$ cat src/rtl/dm_arbiter_pkg.sv
// Shared types and default widths for the data-memory arbiter slice.
// DM_ADDR_W must match the word depth of the dm instance (2^DM_ADDR_W words).
package dm_arbiter_pkg;

    localparam int DM_ADDR_W   = 10;
    localparam int DM_LEN_W    = 4;
    localparam int DM_MAX_WAIT = 4;

    localparam logic [3:0] DM_BE_FULL = 4'hF;

    typedef enum logic {
        ST_IDLE  = 1'b0,
        ST_BURST = 1'b1
    } dm_state_e;

    // Width needed to count 0..max_wait inclusive.
    function automatic int wait_cnt_w(input int max_wait);
        return (max_wait < 1) ? 1 : $clog2(max_wait + 1);
    endfunction

endpackage

$ cat src/rtl/dm_burst_ctr.sv
// Holds the latched EXT burst (start address, length, direction) and walks
// the beat counter; produces the wrapped beat address and the last-beat flag.
module dm_burst_ctr
    import dm_arbiter_pkg::*;
#(
    parameter int ADDR_W = DM_ADDR_W,
    parameter int LEN_W  = DM_LEN_W
) (
    input  logic              clk,
    input  logic              reset_n,
    input  logic              load,
    input  logic              advance,
    input  logic              we_in,
    input  logic [ADDR_W-1:0] addr_in,
    input  logic [LEN_W-1:0]  len_in,
    output logic              burst_we,
    output logic [ADDR_W-1:0] beat_addr,
    output logic              last_beat
);

    logic [ADDR_W-1:0] addr_reg;
    logic [LEN_W-1:0]  len_reg;
    logic [LEN_W-1:0]  beat_cnt;
    logic              we_reg;

    always_ff @(posedge clk or negedge reset_n) begin
        if (!reset_n) begin
            addr_reg <= '0;
            len_reg  <= '0;
            beat_cnt <= '0;
            we_reg   <= 1'b0;
        end else if (load) begin
            addr_reg <= addr_in;
            len_reg  <= len_in;
            we_reg   <= we_in;
            beat_cnt <= '0;
        end else if (advance) begin
            beat_cnt <= last_beat ? '0 : beat_cnt + LEN_W'(1);
        end
    end

    // Natural-width add wraps the address modulo the dm depth.
    assign beat_addr = addr_reg + ADDR_W'(beat_cnt);
    assign last_beat = (beat_cnt == len_reg);
    assign burst_we  = we_reg;

endmodule

$ cat src/rtl/dm_arbiter.sv
// Shares the single-port dm between the MEM stage and an EXT burst requester.
// CPU wins each cycle; EXT is forced a grant after MAX_WAIT contended cycles.
module dm_arbiter
    import dm_arbiter_pkg::*;
#(
    parameter int ADDR_W   = DM_ADDR_W,
    parameter int LEN_W    = DM_LEN_W,
    parameter int MAX_WAIT = DM_MAX_WAIT
) (
    input  logic              clk,
    input  logic              reset_n,
    input  logic              cpu_req,
    input  logic              cpu_we,
    input  logic [31:0]       cpu_addr,
    input  logic [3:0]        cpu_be,
    input  logic [31:0]       cpu_wd,
    output logic [31:0]       cpu_rd,
    output logic              cpu_stall,
    input  logic              ext_req,
    input  logic              ext_we,
    input  logic [ADDR_W-1:0] ext_addr,
    input  logic [LEN_W-1:0]  ext_len,
    input  logic [31:0]       ext_wd,
    output logic              ext_gnt,
    output logic              ext_beat,
    output logic              ext_rvalid,
    output logic [31:0]       ext_rd,
    output logic              ext_done,
    output logic [ADDR_W-1:0] dm_a,
    output logic [3:0]        dm_be,
    output logic [31:0]       dm_wd,
    output logic              dm_we,
    input  logic [31:0]       dm_rd
);

    localparam int                WAIT_W   = wait_cnt_w(MAX_WAIT);
    localparam logic [WAIT_W-1:0] WAIT_MAX = WAIT_W'(MAX_WAIT);

    dm_state_e         state;
    logic [WAIT_W-1:0] wait_cnt;
    logic              in_idle;
    logic              in_burst;
    logic              grant;
    logic              burst_we;
    logic              last_beat;
    logic [ADDR_W-1:0] beat_addr;
    logic              unused_addr_bits;

    // Qualified with reset_n so nothing reaches dm or EXT while reset is held.
    assign in_idle  = reset_n && (state == ST_IDLE);
    assign in_burst = reset_n && (state == ST_BURST);
    assign grant    = in_idle && ext_req && (!cpu_req || wait_cnt == WAIT_MAX);

    dm_burst_ctr #(
        .ADDR_W(ADDR_W),
        .LEN_W (LEN_W)
    ) u_burst_ctr (
        .clk      (clk),
        .reset_n  (reset_n),
        .load     (grant),
        .advance  (in_burst),
        .we_in    (ext_we),
        .addr_in  (ext_addr),
        .len_in   (ext_len),
        .burst_we (burst_we),
        .beat_addr(beat_addr),
        .last_beat(last_beat)
    );

    always_ff @(posedge clk or negedge reset_n) begin
        if (!reset_n) begin
            state      <= ST_IDLE;
            wait_cnt   <= '0;
            ext_rvalid <= 1'b0;
            ext_rd     <= '0;
        end else begin
            ext_rvalid <= in_burst && !burst_we;
            if (in_burst && !burst_we)
                ext_rd <= dm_rd;

            case (state)
                ST_IDLE: begin
                    if (grant) begin
                        state    <= ST_BURST;
                        wait_cnt <= '0;
                    end else if (ext_req && cpu_req) begin
                        if (wait_cnt != WAIT_MAX)
                            wait_cnt <= wait_cnt + WAIT_W'(1);
                    end else begin
                        wait_cnt <= '0;
                    end
                end
                ST_BURST: begin
                    if (last_beat)
                        state <= ST_IDLE;
                end
                default: state <= ST_IDLE;
            endcase
        end
    end

    // The CPU owns dm in IDLE (including the grant cycle); EXT owns it in BURST.
    always_comb begin
        dm_a  = cpu_addr[ADDR_W+1:2];
        dm_be = cpu_be;
        dm_wd = cpu_wd;
        dm_we = in_idle && cpu_req && cpu_we;
        if (in_burst) begin
            dm_a  = beat_addr;
            dm_be = DM_BE_FULL;
            dm_wd = ext_wd;
            dm_we = burst_we;
        end
    end

    assign cpu_rd    = dm_rd;
    assign cpu_stall = in_burst && cpu_req;
    assign ext_gnt   = grant;
    assign ext_beat  = in_burst;
    assign ext_done  = in_burst && last_beat;

    assign unused_addr_bits = ^{cpu_addr[31:ADDR_W+2], cpu_addr[1:0]};

endmodule

$ cat config.mk
export PLATFORM = sky130hd
export DESIGN_NAME = dm_arbiter
export DESIGN_NICKNAME = d
export VERILOG_FILES = /design/src/rtl/dm_arbiter_pkg.sv /design/src/rtl/dm_burst_ctr.sv /design/src/rtl/dm_arbiter.sv
export SDC_FILE = /design/constraint.sdc
export NUM_CORES = 1
export LEC_CHECK = 0
export ABC_CLOCK_PERIOD_IN_PS = 2800
export BUFFER_PORTS_ARGS = -buffer_cell sky130_fd_sc_hd__buf_2
export CORE_AREA = 2 2 103 105
export DETAILED_ROUTE_END_ITERATION = 8
export DIE_AREA = 0 0 105 107
export GPL_ROUTABILITY_DRIVEN = 0
export GPL_TIMING_DRIVEN = 0
export PLACE_DENSITY = 0.81
export SYNTH_ARGS = -nofsm -noshare
export SYNTH_HDL_FRONTEND = slang
export SYNTH_SLANG_ARGS = --single-unit
$ cat constraint.sdc
create_clock -name clk -period 2.8 [get_ports clk]
set_input_delay 0.42 -clock clk [delete_from_list [all_inputs] [get_ports clk]]
set_output_delay 0.42 -clock clk [all_outputs]
set_load 0.02 [all_outputs]
* After elaboration in Yosys (flattened, before gate mapping)
Cells that the tools add are included.
** Word-level totals
- Register bits :: 56
- Input bits :: 152
- Output and inout port bits :: 116
** Operators by class
- Add/subtract/negate cells :: 3
- Eq/ne operators :: 4
- Muxes and demuxes :: 13
- Bitwise gates (word level) :: 1
- Reductions and logical operators :: 15
** Operator list (number)
- 32-bit two-way mux :: 1
- 4-bit two-way mux :: 4
- 10-bit by 4-bit adder with 10-bit output :: 1
- 1-bit logical AND :: 10
- 10-bit two-way mux :: 1
- 3-bit two-way mux :: 3
- 4-bit by 1-bit adder with 4-bit output, second input constant :: 1
- 4-bit == test :: 1
- 3-bit by 1-bit adder with 3-bit output, second input constant :: 1
- 3-bit == test, second input constant :: 1
- 1-bit two-way mux :: 3
- 3-bit by 2-bit inequality test with 1-bit output, second input constant :: 1
- 3-bit inequality test, second input constant :: 1
- 1-bit logical NOT :: 2
- 1-bit one-hot mux with 2 select lines :: 1
- 2-bit AND reduction :: 1
- 2-bit nonzero test :: 1
- 1-bit logical OR :: 1
- 1-bit NOT :: 1

* Logic depth before layout (Yosys ltp)
- Depth after elaboration :: 6
- Mapped depth :: 7
- Mapped depth without buffers :: 6

* By module
Synthesis repeated with hierarchy kept, for this count alone.
** Unflattened totals
- Cell total of the unflattened synthesis :: 294
- Area total of the unflattened synthesis :: 3540.9 um2
** Modules (own cells, without submodules)
- dm_arbiter :: times used 1, cells each 185, area each 2384.8 um2, sequential area each 925.9 um2
- dm_burst_ctr :: times used 1, cells each 109, area each 1156.1 um2, sequential area each 475.5 um2

* Worst setup path before layout
OpenSTA, ideal clock, no wires.
- Path type :: reg2out
- From :: reg u_burst_ctr.beat_cnt[0]
- To :: out dm_a[4]
- Data arrival time :: 2.073 ns
- Setup slack :: 0.307 ns
- Cell stages (with the launch flop) :: 7
- Path buffers :: 0
- Cell sequence :: dfrtp_1 -> ha_1 -> fa_1 -> a21o_1 -> a21oi_1 -> xor2_1 -> o21ai_0
** Between the ends
- Word-level cells in the longest chain between the ends :: 2
** Ends and longest elaborated chain
- start: declaration :: line dm_burst_ctr.sv:23 : logic [LEN_W-1:0] beat_cnt;
- start signal: assignment :: line dm_burst_ctr.sv:38 : beat_cnt <= last_beat ? '0 : beat_cnt + LEN_W'(1);
- 10-bit by 4-bit adder with 10-bit output :: line dm_burst_ctr.sv:43 : assign beat_addr = addr_reg + ADDR_W'(beat_cnt);
- 10-bit two-way mux :: line dm_arbiter.sv:108 : if (in_burst) begin
- end: declaration :: line dm_arbiter.sv:29 : output logic [ADDR_W-1:0] dm_a,
Every way passes these cells.

* Worst setup path in the final report
Same ends and word-level chain as after synthesis.

==> summary.txt <==
Finish
  • Largest register FFs: 32
  • Layout net count: 771
  • Fin util: 48.0%
  • Fillers: 999
  • Share of cells above drive strength 1: 57.8%
  • Antenna fix cells: 0
  • Post-Layout Cell Count: 748
  • Area grow syn2layout: 45.6%

Timing
  • Max-slew headroom: 62.2%
  • Fin. max-slew vios: 0
  • Min Clock Period, post-route: 2660 ps
  • Worst clock skew: 13.2 ps
  • Worst setup margin: 145 ps
  • Fmax: 377 MHz
  • Fin crit share: 94.8%
  • RSZ-0062 raised after global routing: false
  • Final Hold Vio Count: 0
  • Setup tns final: 0 ps
  • Final setup viols: 0
  • Slew @ Worst Pin: 566 ps

Power and ir drop
  • VDD IR-drop max: 493 uV
  • Gate power share: 58.7%
  • P_leak: 2.70 nW
  • Pwr Density: 960 mW/mm2
  • Internal: 2.54 mW
  • Clock share of power: 9.9%
  • Power, Total: 4.65 mW
  • Switching share of power: 45.5%
  • Seq pwr share: 31.4%
  • NetSw: 2.12 mW

Setup path
  • Startpoint types: flip-flop
  • Critical-path cell list: ha_1 -> fa_1 -> a21o_1 -> a21oi_4 -> xor2_1 -> o21ai_1 -> buf_2
  • Critical path class: flip-flop to primary output
  • Slowest cell on crit path: dfrtp_2
  • CP arrival: 2240 ps
  • WP data required: 2380 ps
  • Crit-path max FO: 5
  • CP peak stage delay: 430 ps
  • Worst Setup End Kind: primary output

Logic synthesis
  • Netlist cell types: 40
  • Most frequent cell after synthesis: nand2_1
  • Prevailing post-synth register cell: dfrtp_1
  • Number of synthesized register bits: 56
  • Largest area contributor in the netlist: dfrtp_1
  • Syn nets: 518
  • Top cells by area, synth: dfrtp_1, mux2_2, nand2_1
  • Syn. warnings: 0
  • Top-area cell type share of the netlist area: 42.1%
  • Asr flop ratio synth: 100%
  • Mapped cell area: 0.00333 mm2
  • Top post-synthesis cells by count: nand2_1, dfrtp_1, mux2_2
  • Synthesized area per cell: 9.30 um2
  • Syn Inst Count: 358
  • Post-synth EDFFs: 0
  • Seq/Total Area, Yosys: 42.1%

Place
  • # port buffers: 245
  • Dpl hpwl: 8130 um
  • Dpl cells: 739
  • Setup Slack @ Placement: 120 ps

Global routing
  • Gr usage total: 16.8%
  • Largest net degree at the start of global routing: 65
  • First-pass GRT wire length: 15,100 um
  • Met3 Use GR: 4.26%
  • GR Overflow Total: 0
  • Most used routing layer: met2
  • Vias in the first global route: 3,190
  • Met1 usage: 17.9%
  • Met2 usage: 32.2%
  • Initial antenna violation count: 0

Drt
  • Vias per inst: 4.43
  • DRT iter0 DRCs: 181
  • First-pass iteration count of the detailed router: 4
  • Residual DRC: 0
  • Antenna violation net count after detailed routing: 0
  • Wire per inst: 13.2 um
  • Routed WL: 9870 um
  • Vias: 3,312

Clocking
  • H-tree level count: 2
  • Clock sink count: 56
  • Root buf cell: clkbuf_8
  • Clock Tree Buf Depth: 2
  • TritonCTS clock tree: built
  • Clock transition at the registers of the reported paths: 110 ps
  • Num CTS Buffers: 5
  • Hold_buf cts: 0
  • Clk_lat worst skew: 320 ps

Floorplan
  • Die height: 107 um
  • Starting density of the core: 33.0%
  • Top Ports: 268
  • Die area: 0.0112 mm2
  • Rows: 37
  • CORE AREA: 0.0101 mm2
  • Die W: 105 um

Min path
  • Min-delay worst type: primary input to asynchronous set/reset pin

Outcome
  • Status: finished clean

Run
  • Max cap viols: 0
==> cell usage in the layout (no fill, tap or decap), types with 3 or more instances in the layout <==
| cell | synthesis | layout |
|---|---|---|
| nand2_1 | 117 | 117 |
| nand2b_1 | 4 | 4 |
| nand3_1 | 3 | 3 |
| or3_1 | 3 | 3 |
| buf_2 | 9 | 252 |
| dfrtp_1 | 56 | 55 |
| o21ai_0 | 14 | 13 |
| mux2_2 | 46 | 46 |
| clkbuf_8 | 0 | 5 |
| inv_1 | 9 | 9 |
| buf_4 | 35 | 37 |
| ha_1 | 7 | 7 |
| nor2_1 | 7 | 7 |
| xnor2_1 | 5 | 5 |
| a21o_1 | 3 | 3 |
| a31oi_1 | 4 | 4 |
| nand4_1 | 4 | 4 |
==> timing repair <==
item,4_1_cts,5_1_grt
pin swaps,0,1
setup buffers,0,1
resized for setup,4,3
endpoints found under the setup margin,3,6
==> area by class of cell <==
type / instances / area [um2] / share of cell area, %
clock inverters: 3 / 21.3 / 0.439
inverters: 10 / 37.5 / 0.774
flip-flops and latches: 56 / 1400 / 28.9
repair buffers: 246 / 1240 / 25.6
plain buffers: 46 / 323 / 6.66
multi-input cells: 246 / 1580 / 32.6
well taps: 136 / 170 / 3.51
clock buffers: 5 / 68.8 / 1.42
==> worst paths after layout <==
kind	from	to	slack [ps]	cells after the start
max	u_burst_ctr.beat_cnt[0]	dm_a[4]	140	7
min	reset_n	ext_rd[5]	80	1
min reg2reg	ext_rd[14]	ext_rd[14]	510	1
max in group asynchronous	reset_n	u_burst_ctr.beat_cnt[0]	2310	1
min in group clk	ext_addr[8]	u_burst_ctr.addr_reg[8]	310	3
max reg2reg	wait_cnt[0]	u_burst_ctr.len_reg[1]	1020	6
==> power groups by stage <==
stage                     logic (mW)  registers (mW)  clock network [mW]
after floorplan                 1.54            1.75                   0
after global placement          2.65            1.47                   0
after detailed placement        2.70            1.49                   0
after CTS                       2.74            1.47               0.475
after global routing            2.99            1.53               0.507
final                           2.73            1.46               0.458
==> metal layers <==
metal | wire [um] | vias to the layer above
met3 | 800 | 14
met2 | 5100 | 156
met4 | 206 | 0
li1 | - | 1654
met1 | 3760 | 1488
met5 | 0 | -
==> through the flow <==
stage,hold slack [ps],cell area [um2]
floorplan,124,3330
global placement,485,4730
detailed placement,490,4730
CTS,212,4830
global route,113,4850
finish,75.5,4850
==> critical path, delay by kind of cell (launching register included) <==
| family | cells | cell delay (ps) |
|---|---|---|
| adders and majority gates | 2 | 650 |
| AOI/OAI and AO/OA | 3 | 470 |
| DFF | 1 | 430 |
| xor gates and xnor gates | 1 | 180 |
| buffers and inverters | 1 | 180 |
==> kinds of logic (layout without fill, tap and decap cells) <==
family	after synthesis	after routing	synth area share, %
and+or+nand+nor	150	150	19.6
DFF	56	56	42.1
buffers and inverters	56	310	10.8
muxes	47	47	15.9
AOI/OAI and AO/OA	34	34	6.54
adders and majority gates	8	8	3.23
xor gates and xnor gates	7	7	1.84
No activity file was read; power rests on OpenSTA's default activity.
